File: config.mk
export PLATFORM = sky130hd
export DESIGN_NAME = au_pipe_flat
export DESIGN_NICKNAME = d
export VERILOG_FILES = /design/src/rtl/au_pipe_if.sv /design/src/rtl/au_pipe.sv /design/src/flat_wrapper.sv
export SDC_FILE = /design/constraint.sdc
export NUM_CORES = 2
export LEC_CHECK = 0
export ABC_AREA = 0
export CAP_MARGIN = 20
export CORE_MARGIN = 5
export CORE_UTILIZATION = 40
export CTS_CLUSTER_DIAMETER = 80
export DETAILED_ROUTE_END_ITERATION = 8
export HOLD_SLACK_MARGIN = 0.1
export SLEW_MARGIN = 5
export SYNTH_ARGS = -nofsm -noshare
export SYNTH_HDL_FRONTEND = slang
export SYNTH_SLANG_ARGS = --single-unit
File: constraint.sdc
create_clock -name CLK -period 13.8 [get_ports CLK]
set_input_delay 1.38 -clock CLK [delete_from_list [all_inputs] [get_ports CLK]]
set_output_delay 1.38 -clock CLK [all_outputs]
set_load 0.1 [all_outputs]
File: src/rtl/au_pipe_if.sv
// Operand/result bundle for au_pipe: valid/ready input side, valid/ready result side.
// The master drives operands and out_ready; the slave (au_pipe) drives results.
interface au_pipe_if #(
    parameter int DWORD_W = 64,
    parameter int LANE_W  = 32,
    parameter int CFG_W   = 3
);
    localparam int LANES = DWORD_W / LANE_W;

    logic               in_valid;
    logic               in_ready;
    logic               Mode_in;
    logic               Sat_in;
    logic [CFG_W-1:0]   CFG_in;
    logic [DWORD_W-1:0] S0_in;
    logic [DWORD_W-1:0] S1_in;
    logic [DWORD_W-1:0] S2_in;
    logic [DWORD_W-1:0] S3_in;
    logic               out_valid;
    logic               out_ready;
    logic [DWORD_W-1:0] D0_out;
    logic [DWORD_W-1:0] D1_out;
    logic [DWORD_W-1:0] D2_out;
    logic [DWORD_W-1:0] D3_out;
    logic [LANES-1:0]   C_out;

    modport master (
        output in_valid, Mode_in, Sat_in, CFG_in,
        output S0_in, S1_in, S2_in, S3_in, out_ready,
        input  in_ready, out_valid,
        input  D0_out, D1_out, D2_out, D3_out, C_out
    );

    modport slave (
        input  in_valid, Mode_in, Sat_in, CFG_in,
        input  S0_in, S1_in, S2_in, S3_in, out_ready,
        output in_ready, out_valid,
        output D0_out, D1_out, D2_out, D3_out, C_out
    );
endinterface

File: src/rtl/au_pipe.sv
// au_pipe: two-stage PASS/ADD2/ADD3/SUB2/ACC/ALD unit, full-width or lane-segmented.
// Optional per-segment saturation is compiled in with `define AU_SAT_EN.
module au_pipe #(
    parameter int DWORD_W = 64,
    parameter int LANE_W  = 32,
    parameter int CFG_W   = 3
) (
    input logic      CLK,
    input logic      RST,
    au_pipe_if.slave bus
);
    localparam int LANES = DWORD_W / LANE_W;

    localparam logic [CFG_W-1:0] OP_ADD2 = CFG_W'(1);
    localparam logic [CFG_W-1:0] OP_ADD3 = CFG_W'(2);
    localparam logic [CFG_W-1:0] OP_SUB2 = CFG_W'(3);
    localparam logic [CFG_W-1:0] OP_ACC  = CFG_W'(4);
    localparam logic [CFG_W-1:0] OP_ALD  = CFG_W'(5);

    typedef struct packed {
        logic [DWORD_W-1:0] s;
        logic [LANES-1:0]   c;
    } seg_t;

    // Carry chain is cut at every lane edge in lane mode; flag is carry (add) or borrow (sub).
    function automatic seg_t seg_add(
        input logic [DWORD_W-1:0] a,
        input logic [DWORD_W-1:0] b,
        input logic               mode,
        input logic               sub
    );
        seg_t            r;
        logic            cy;
        logic [LANE_W:0] t;
        logic [LANE_W-1:0] bl;
        r  = '0;
        cy = sub;
        for (int i = 0; i < LANES; i++) begin
            if (mode) cy = sub;
            bl = b[i*LANE_W +: LANE_W];
            if (sub) bl = ~bl;
            t  = {1'b0, a[i*LANE_W +: LANE_W]} + {1'b0, bl}
               + {{LANE_W{1'b0}}, cy};
            r.s[i*LANE_W +: LANE_W] = t[LANE_W-1:0];
            cy = t[LANE_W];
            if (mode || i == LANES-1) r.c[i] = cy ^ sub;
        end
        return r;
    endfunction

    function automatic logic [DWORD_W-1:0] sat(
        input logic [DWORD_W-1:0] v,
        input logic [LANES-1:0]   f,
        input logic               mode,
        input logic               en,
        input logic               ones
    );
        logic [DWORD_W-1:0] r;
        r = v;
        for (int i = 0; i < LANES; i++) begin
            if (en && (mode ? f[i] : f[LANES-1]))
                r[i*LANE_W +: LANE_W] = ones ? '1 : '0;
        end
        return r;
    endfunction

    logic               r_v1;
    logic               r_mode1;
    logic [CFG_W-1:0]   r_cfg1;
    logic [DWORD_W-1:0] r_s0_1;
    logic [DWORD_W-1:0] r_s1_1;
    logic [DWORD_W-1:0] r_s2_1;
    logic [DWORD_W-1:0] r_s3_1;
    logic [DWORD_W-1:0] r_ps1;
    logic [LANES-1:0]   r_pc1;

    logic               r_v2;
    logic [DWORD_W-1:0] r_d0;
    logic [DWORD_W-1:0] r_d1;
    logic [DWORD_W-1:0] r_d2;
    logic [DWORD_W-1:0] r_d3;
    logic [LANES-1:0]   r_c;
    logic [DWORD_W-1:0] r_acc;

    logic               w_adv;
    logic               w_sat;
    seg_t               w_p1;
    seg_t               w_a3;
    seg_t               w_ac;
    logic               w_is_add2;
    logic               w_is_add3;
    logic               w_is_sub2;
    logic               w_is_acc;
    logic               w_is_ald;
    logic               w_is_pass;
    logic [DWORD_W-1:0] w_res;
    logic [LANES-1:0]   w_c;
    logic               w_acc_we;

`ifdef AU_SAT_EN
    logic r_sat1;
    assign w_sat = r_sat1;
`else
    assign w_sat = 1'b0;
`endif

    assign w_adv        = !r_v2 || bus.out_ready;
    assign bus.in_ready  = w_adv;
    assign bus.out_valid = r_v2;
    assign bus.D0_out    = r_d0;
    assign bus.D1_out    = r_d1;
    assign bus.D2_out    = r_d2;
    assign bus.D3_out    = r_d3;
    assign bus.C_out     = r_c;

    assign w_p1 = seg_add(bus.S0_in, bus.S1_in, bus.Mode_in,
                          bus.CFG_in == OP_SUB2);
    assign w_a3 = seg_add(r_ps1, r_s2_1, r_mode1, 1'b0);
    assign w_ac = seg_add(r_acc, r_s0_1, r_mode1, 1'b0);

    assign w_is_add2 = (r_cfg1 == OP_ADD2);
    assign w_is_add3 = (r_cfg1 == OP_ADD3);
    assign w_is_sub2 = (r_cfg1 == OP_SUB2);
    assign w_is_acc  = (r_cfg1 == OP_ACC);
    assign w_is_ald  = (r_cfg1 == OP_ALD);
    assign w_is_pass = !(w_is_add2 || w_is_add3 || w_is_sub2
                         || w_is_acc || w_is_ald);

    always_comb begin
        w_res    = r_s0_1;
        w_c      = '0;
        w_acc_we = 1'b0;
        unique case (1'b1)
            w_is_add2: begin
                w_c   = r_pc1;
                w_res = sat(r_ps1, r_pc1, r_mode1, w_sat, 1'b1);
            end
            w_is_add3: begin
                w_c   = r_pc1 | w_a3.c;
                w_res = sat(w_a3.s, r_pc1 | w_a3.c, r_mode1, w_sat, 1'b1);
            end
            w_is_sub2: begin
                w_c   = r_pc1;
                w_res = sat(r_ps1, r_pc1, r_mode1, w_sat, 1'b0);
            end
            w_is_acc: begin
                w_c      = w_ac.c;
                w_res    = sat(w_ac.s, w_ac.c, r_mode1, w_sat, 1'b1);
                w_acc_we = 1'b1;
            end
            w_is_ald: begin
                w_acc_we = 1'b1;
            end
            w_is_pass: begin
                w_res = r_s0_1;
            end
        endcase
    end

    always_ff @(posedge CLK or negedge RST) begin
        if (!RST) begin
            r_v1    <= 1'b0;
            r_mode1 <= 1'b0;
            r_cfg1  <= '0;
            r_s0_1  <= '0;
            r_s1_1  <= '0;
            r_s2_1  <= '0;
            r_s3_1  <= '0;
            r_ps1   <= '0;
            r_pc1   <= '0;
`ifdef AU_SAT_EN
            r_sat1  <= 1'b0;
`endif
        end else if (w_adv) begin
            r_v1 <= bus.in_valid;
            if (bus.in_valid) begin
                r_mode1 <= bus.Mode_in;
                r_cfg1  <= bus.CFG_in;
                r_s0_1  <= bus.S0_in;
                r_s1_1  <= bus.S1_in;
                r_s2_1  <= bus.S2_in;
                r_s3_1  <= bus.S3_in;
                r_ps1   <= w_p1.s;
                r_pc1   <= w_p1.c;
`ifdef AU_SAT_EN
                r_sat1  <= bus.Sat_in;
`endif
            end
        end
    end

    // Bubbles leave the result registers and acc untouched.
    always_ff @(posedge CLK or negedge RST) begin
        if (!RST) begin
            r_v2  <= 1'b0;
            r_d0  <= '0;
            r_d1  <= '0;
            r_d2  <= '0;
            r_d3  <= '0;
            r_c   <= '0;
            r_acc <= '0;
        end else if (w_adv) begin
            r_v2 <= r_v1;
            if (r_v1) begin
                r_d0 <= w_res;
                r_d1 <= r_s1_1;
                r_d2 <= r_s2_1;
                r_d3 <= r_s3_1;
                r_c  <= w_c;
                if (w_acc_we) r_acc <= w_res;
            end
        end
    end
endmodule
File: src/flat_wrapper.sv
// flat-port wrapper written by rule: the top's interface ports become plain ports
module au_pipe_flat 
#(
    parameter int DWORD_W = 64,
    parameter int LANE_W  = 32,
    parameter int CFG_W   = 3
)
  (CLK, RST, bus_in_valid, bus_Mode_in, bus_Sat_in, bus_CFG_in, bus_S0_in, bus_S1_in, bus_S2_in, bus_S3_in, bus_out_ready, bus_in_ready, bus_out_valid, bus_D0_out, bus_D1_out, bus_D2_out, bus_D3_out, bus_C_out);
  au_pipe_if #(.DWORD_W(DWORD_W), .LANE_W(LANE_W), .CFG_W(CFG_W)) bus_i ();
  input logic CLK;
  input logic RST;
  input wire logic [$bits(bus_i.in_valid)-1:0] bus_in_valid;
  input wire logic [$bits(bus_i.Mode_in)-1:0] bus_Mode_in;
  input wire logic [$bits(bus_i.Sat_in)-1:0] bus_Sat_in;
  input wire logic [$bits(bus_i.CFG_in)-1:0] bus_CFG_in;
  input wire logic [$bits(bus_i.S0_in)-1:0] bus_S0_in;
  input wire logic [$bits(bus_i.S1_in)-1:0] bus_S1_in;
  input wire logic [$bits(bus_i.S2_in)-1:0] bus_S2_in;
  input wire logic [$bits(bus_i.S3_in)-1:0] bus_S3_in;
  input wire logic [$bits(bus_i.out_ready)-1:0] bus_out_ready;
  output wire logic [$bits(bus_i.in_ready)-1:0] bus_in_ready;
  output wire logic [$bits(bus_i.out_valid)-1:0] bus_out_valid;
  output wire logic [$bits(bus_i.D0_out)-1:0] bus_D0_out;
  output wire logic [$bits(bus_i.D1_out)-1:0] bus_D1_out;
  output wire logic [$bits(bus_i.D2_out)-1:0] bus_D2_out;
  output wire logic [$bits(bus_i.D3_out)-1:0] bus_D3_out;
  output wire logic [$bits(bus_i.C_out)-1:0] bus_C_out;
  assign bus_i.in_valid = bus_in_valid;
  assign bus_i.Mode_in = bus_Mode_in;
  assign bus_i.Sat_in = bus_Sat_in;
  assign bus_i.CFG_in = bus_CFG_in;
  assign bus_i.S0_in = bus_S0_in;
  assign bus_i.S1_in = bus_S1_in;
  assign bus_i.S2_in = bus_S2_in;
  assign bus_i.S3_in = bus_S3_in;
  assign bus_i.out_ready = bus_out_ready;
  assign bus_in_ready = bus_i.in_ready;
  assign bus_out_valid = bus_i.out_valid;
  assign bus_D0_out = bus_i.D0_out;
  assign bus_D1_out = bus_i.D1_out;
  assign bus_D2_out = bus_i.D2_out;
  assign bus_D3_out = bus_i.D3_out;
  assign bus_C_out = bus_i.C_out;
  au_pipe #(.DWORD_W(DWORD_W), .LANE_W(LANE_W), .CFG_W(CFG_W)) u_core (.CLK(CLK), .RST(RST), .bus(bus_i));
endmodule
# == Yosys cells after proc, flatten, opt, wreduce, memory -nomap -nowiden ==
# Cells that the tools add are included.
# word_totals
regBits,650
in_bits,265
output_inout_bits,260
wordCells,55
# op_classes
add_sub_neg,10
n_eq_ne,6
muxes,11
n_bitwise,5
n_reduce_logical,7
# op_table
cell,count
adder 32 x 32 -> 33 bit,6
one-hot mux 64 bit (3 select lines),1
adder 33 x 1 -> 33 bit,4
2-to-1 mux 32 bit,2
NOT 32 bit,2
== test 3 x 2 -> 1 bit (second input constant),3
2-to-1 mux 1 bit,7
== test 3 bit (second input constant),2
one-hot mux 2 bit (3 select lines),1
AND reduction 2 bit,2
OR reduction 2 bit,2
== test 3 x 1 -> 1 bit (second input constant),1
AND reduction 3 bit,1
bitwise OR 2 bit,1
bitwise XOR 1 bit,2
logical NOT 1 bit,1
logical OR 1 bit,1

# == Logic depth before layout (Yosys ltp) ==
# depth
ltp_word,7
mapped_depth,27
depth_no_buf,25

# == Worst setup path after synthesis ==
# No wires, ideal clock.
# synth_path
path_kind,input port to flip-flop
from,input port bus_CFG_in[2]
to,register u_core.r_ps1[62]
setup_ns,0.136
arrival_ns,6.995
required_ns,13.664
path_slack_ns,6.670
cell_stages,26
path_buffers,2
cell_sequence,nand3b_1 -> clkbuf_1 -> clkbuf_1 -> xnor2_1 -> ha_1 -> a21o_1 -> a21o_1 -> a2111oi_4 -> inv_2 -> o31ai_1 -> a21oi_1 -> or4_1 -> a31oi_2 -> mux2i_1 -> fa_1 -> fa_1 -> a21oi_1 -> nor3b_1 -> o2111ai_1 -> nand2_1 -> a221oi_1 -> a31oi_1 -> a41oi_1 -> a21oi_1 -> xnor2_1 -> o21ai_0
# synth_via
elab_chain_cells,6
elab_cells_between_ends,8
cone_classes,4 x add/sub; 1 x eq/ne; 3 x mux
# synth_lines
element,line,source
from (decl),flat_wrapper.sv:15,input wire logic [$bits(bus_i.CFG_in)-1:0] bus_CFG_in;
== test 3 x 2 -> 1 bit *,au_pipe.sv:117,bus.CFG_in == OP_SUB2);
2-to-1 mux 32 bit,au_pipe.sv:41,if (sub) bl = ~bl;
adder 32 x 32 -> 33 bit,au_pipe.sv:42,"t = {1'b0, a[i*LANE_W +: LANE_W]} + {1'b0, bl}"
adder 33 x 1 -> 33 bit,au_pipe.sv:43,"+ {{LANE_W{1'b0}}, cy};"
2-to-1 mux 1 bit,au_pipe.sv:39,if (mode) cy = sub;
adder 33 x 1 -> 33 bit *,au_pipe.sv:43,
to (signal assigned),au_pipe.sv:183,r_ps1 <= w_p1.s;
to (decl),au_pipe.sv:74,logic [DWORD_W-1:0] r_ps1;
# Every way passes the cells marked *; elsewhere a longest branch is shown, timed or not.
# A chain may end at the register's enable or synchronous reset.

# == Worst setup path in the final report ==
# Ends and elaborated chain as after synthesis.

==> metrics.md <==
| Metric | Value |
|---|---|
| WP data required | `14.28 ns` |
| Power Density | `231 mW/mm^2` |
| Area Overhead vs Synth | `24.8%` |
| Worst path max stage delay | `0.60 ns` |
| FF+latch count, synth | `650` |
| Post-DP HPWL | `91.2 mm` |
| Most common cell after layout, fill and taps aside | `nand2_1` |
| Vias per cell | `5.31` |
| 1st-pass router iterations | `6` |
| Multi-input logic area | `0.0188 sq mm` |
| Hold buffer count at CTS | `0` |
| Most used cell, CP | `a21oi_1` |
| Crit path DAT | `8.86 ns` |
| Outcome | `finished, final reports clean` |
| Worst rel slew slack | `20.0%` |
| Drt drc | `0` |
| Wire per inst | `21.0 um` |
| EDFF count, synth | `0` |
| Post_cts resized | `0` |
| Placed cells | `5820` |
| Flop pwr share | `27.7%` |
| Iteration-0 DRC Markers | `2984` |
| Via count | `31730` |
| Share of post-route cells with drive strength above 1 | `4.81%` |
| Initial antenna violation count | `21` |
| Fmax | `119 MHz` |
| HP Class | `reg -> reg` |
| Leak | `21.7 nW` |
| Crit. End Element | `flip-flop` |
| Final max-slew violation count | `0` |
| Post-synth top area cell | `dfrtp_1` |
| Combinational Power Share | `51.7%` |
| Max-cap violation count | `0` |
| Number of CTS-inserted buffers | `77` |
| Syn_area_per_cell | `8.38 sq um` |
| Routed Wire Length | `125 mm` |
| Core ar. | `0.0897 sq mm` |
| Longest Clk Path Bufs | `3` |
| Worst-margin pin slew | `1.20 ns` |
| H-tree levels | `3` |
| Library cells used by synthesis | `86` |
| Syn Std Cell Area | `0.0360 sq mm` |
| Fin cells | `5972` |
| Layout Skew | `0.0201 ns` |
| Number of global-route vias before repair | `30482` |
| Port Buffers | `523` |
| Reg clk slew, reported paths | `0.05 ns` |
| # fillers | `8684` |
| Register Area | `0.0163 sq mm` |
| Global Route Usage Sum | `25.2%` |
| Cell Rows | `110` |
| Setup TNS | `0 ns` |
| Fin crit period | `8.38 ns` |
| Sw frac | `49.4%` |
| Die X-Extent | `310 um` |
| Fin. Hold Viols | `0` |
| Syn Inst Count | `4294` |
| CP Launch Type | `primary input` |
| Async set-reset flop share out of synthesis | `100%` |
| Crit share post-route | `60.7%` |
| Psw | `0.00512 W` |
| VDD IR max | `0.000150 V` |
| Synthesis warning total | `0` |
| Synth top area cells | `dfrtp_1 (45%), nand2_1 (17%), ha_1 (6.5%)` |
| Mapped Nets | `4756` |
| Sink Count | `650` |
| Most used DFF post-synth | `dfrtp_1` |
| Largest net degree at the start of global routing | `166` |
| I/O pin cnt | `525` |
| Nets | `5186` |
| Endpoints failing setup | `0` |
| Int Pwr | `0.00524 W` |
| Setup Fix Bufs, Post-CTS | `0` |
| Die Area | `0.0961 sq mm` |
| GPL Wtd Cong | `0.926` |
| Unrepaired setup endpoints after global routing | `false` |
| Most frequent cells in the layout | `nand2_1 (1672), dfrtp_1 (649), clkdlybuf4s50_1 (517)` |
| Clk pwr share | `20.6%` |
| Clk root buf | `clkbuf_16` |
| CTS tree | `yes` |
| Starting Density | `40.1%` |
| WS Path Type | `in -> reg` |
| Antenna Nets Post-Route | `0` |
| Post-synth top area share | `45.2%` |
| Clk Latency, worst-skew pair | `0.65 ns` |
| First-pass GRT wire length | `188 mm` |
| Tot Pwr | `0.0104 W` |
| Register area share after synthesis | `45.2%` |
| Slowest cell on the critical path | `buf_4` |
| Die H | `310 um` |
| Crit-path max FO | `36` |
| Gr ovfl total | `0` |
power by group through the flow:
stage | clock network (W) | registers [W] | logic (W)
floorplan | 0 | 0.00461 | 0.00209
global placement | 0 | 0.00288 | 0.00530
detailed placement | 0 | 0.00289 | 0.00533
CTS | 0.00219 | 0.00286 | 0.00535
global route | 0.00226 | 0.00293 | 0.00572
finish | 0.00213 | 0.00287 | 0.00536
cells by family after synthesis:
family,synth area share [%]
AOI/OAI and AO/OA,15.7
buffers and inverters,2.76
and+or+nand+nor,22.5
adders and majority gates,7.06
muxes,1.58
xor gates and xnor gates,5.26
DFF,45.2
metal layers:
metal / share of wire (%) / track usage, %
met5: 0.071 / 0
met4: 2.4 / 7.07
met3: 8.2 / 6.32
met2: 43 / 36.7
met1: 47 / 37.5
cell type report:
type | instances | area share (%)
clock buffers | 106 | 4.80
clock inverters | 32 | 1.03
repair buffers | 560 | 12.4
well taps | 1176 | 3.28
flip-flops and latches | 650 | 36.2
diodes | 13 | 0.0724
inverters | 54 | 0.451
multi-input cells | 3381 | 41.8
Yosys cell counts (all sizes together), types with 13 or more instances:
| library cell | number |
|---|---|
| a21oi | 221 |
| nor2 | 149 |
| o211ai | 24 |
| a221oi | 20 |
| o21a | 17 |
| nor3 | 24 |
| o22ai | 22 |
| nand2 | 1675 |
| a31oi | 31 |
| ha | 188 |
| xnor2 | 146 |
| o21bai | 35 |
| and2 | 13 |
| nand2b | 21 |
| o21ai | 260 |
| nor2b | 21 |
| clkbuf | 193 |
| o31ai | 18 |
| o221ai | 17 |
| mux2 | 31 |
| nand4 | 18 |
| a211oi | 40 |
| buf | 16 |
| mux2i | 22 |
| and3 | 22 |
| nand3 | 41 |
| a21o | 90 |
| inv | 52 |
| xor2 | 70 |
| dfrtp | 650 |
per-stage QoR:
stage                     utilization, %  cell area [sq um]  hold slack, ns  setup slack [ns]
after floorplan                        -              36000           0.439              6.67
after global placement              47.1              42300           0.442              4.79
after detailed placement            47.1              42300           0.449              4.76
after CTS                           50.0              44900           0.461              5.42
after global routing                50.1              44900           0.475              4.92
final                               50.1              44900           0.460              5.42
worst max-delay path: cells and delay by family:
kind                       cells  cell delay, ns
xor gates and xnor gates       2            0.26
AOI/OAI and AO/OA             13            3.41
buffers and inverters          4            1.57
and+or+nand+nor                4            0.78
adders and majority gates      3            1.27
muxes                          1            0.12
path summary, 6_finish.rpt:
path	depth (start not counted)	slack (ns)	end	startpoint
worst max-delay path	27	5.42	u_core.r_ps1[62]$_DFFE_PN0P_	bus_CFG_in[2]
worst min-delay path	2	0.46	u_core.bus.D3_out[54]$_DFFE_PN0P_	u_core.r_s3_1[54]$_DFFE_PN0P_
worst max register to register	23	6.81	u_core.r_acc[62]$_DFFE_PN0P_	u_core.r_s2_1[0]$_DFFE_PN0P_
worst min register to register	2	0.46	u_core.bus.D3_out[54]$_DFFE_PN0P_	u_core.r_s3_1[54]$_DFFE_PN0P_
max in group asynchronous	3	10.72	u_core.bus.D2_out[43]$_DFFE_PN0P_	RST
min in group asynchronous	1	0.80	u_core.bus.D1_out[19]$_DFFE_PN0P_	RST
flip-flops by register name (all words and copies together), names as in the netlist, 3 cells and up:
signal             flops
u_core.r_acc          64
u_core.bus.D0_out     64
u_core.r_ps1          64
u_core.bus.D1_out     64
u_core.bus.D2_out     64
u_core.bus.D3_out     64
u_core.r_s3_1         64
u_core.r_s1_1         64
u_core.r_s0_1         64
u_core.r_s2_1         64
u_core.r_cfg1          3
(Power assumes the default switching activity.)
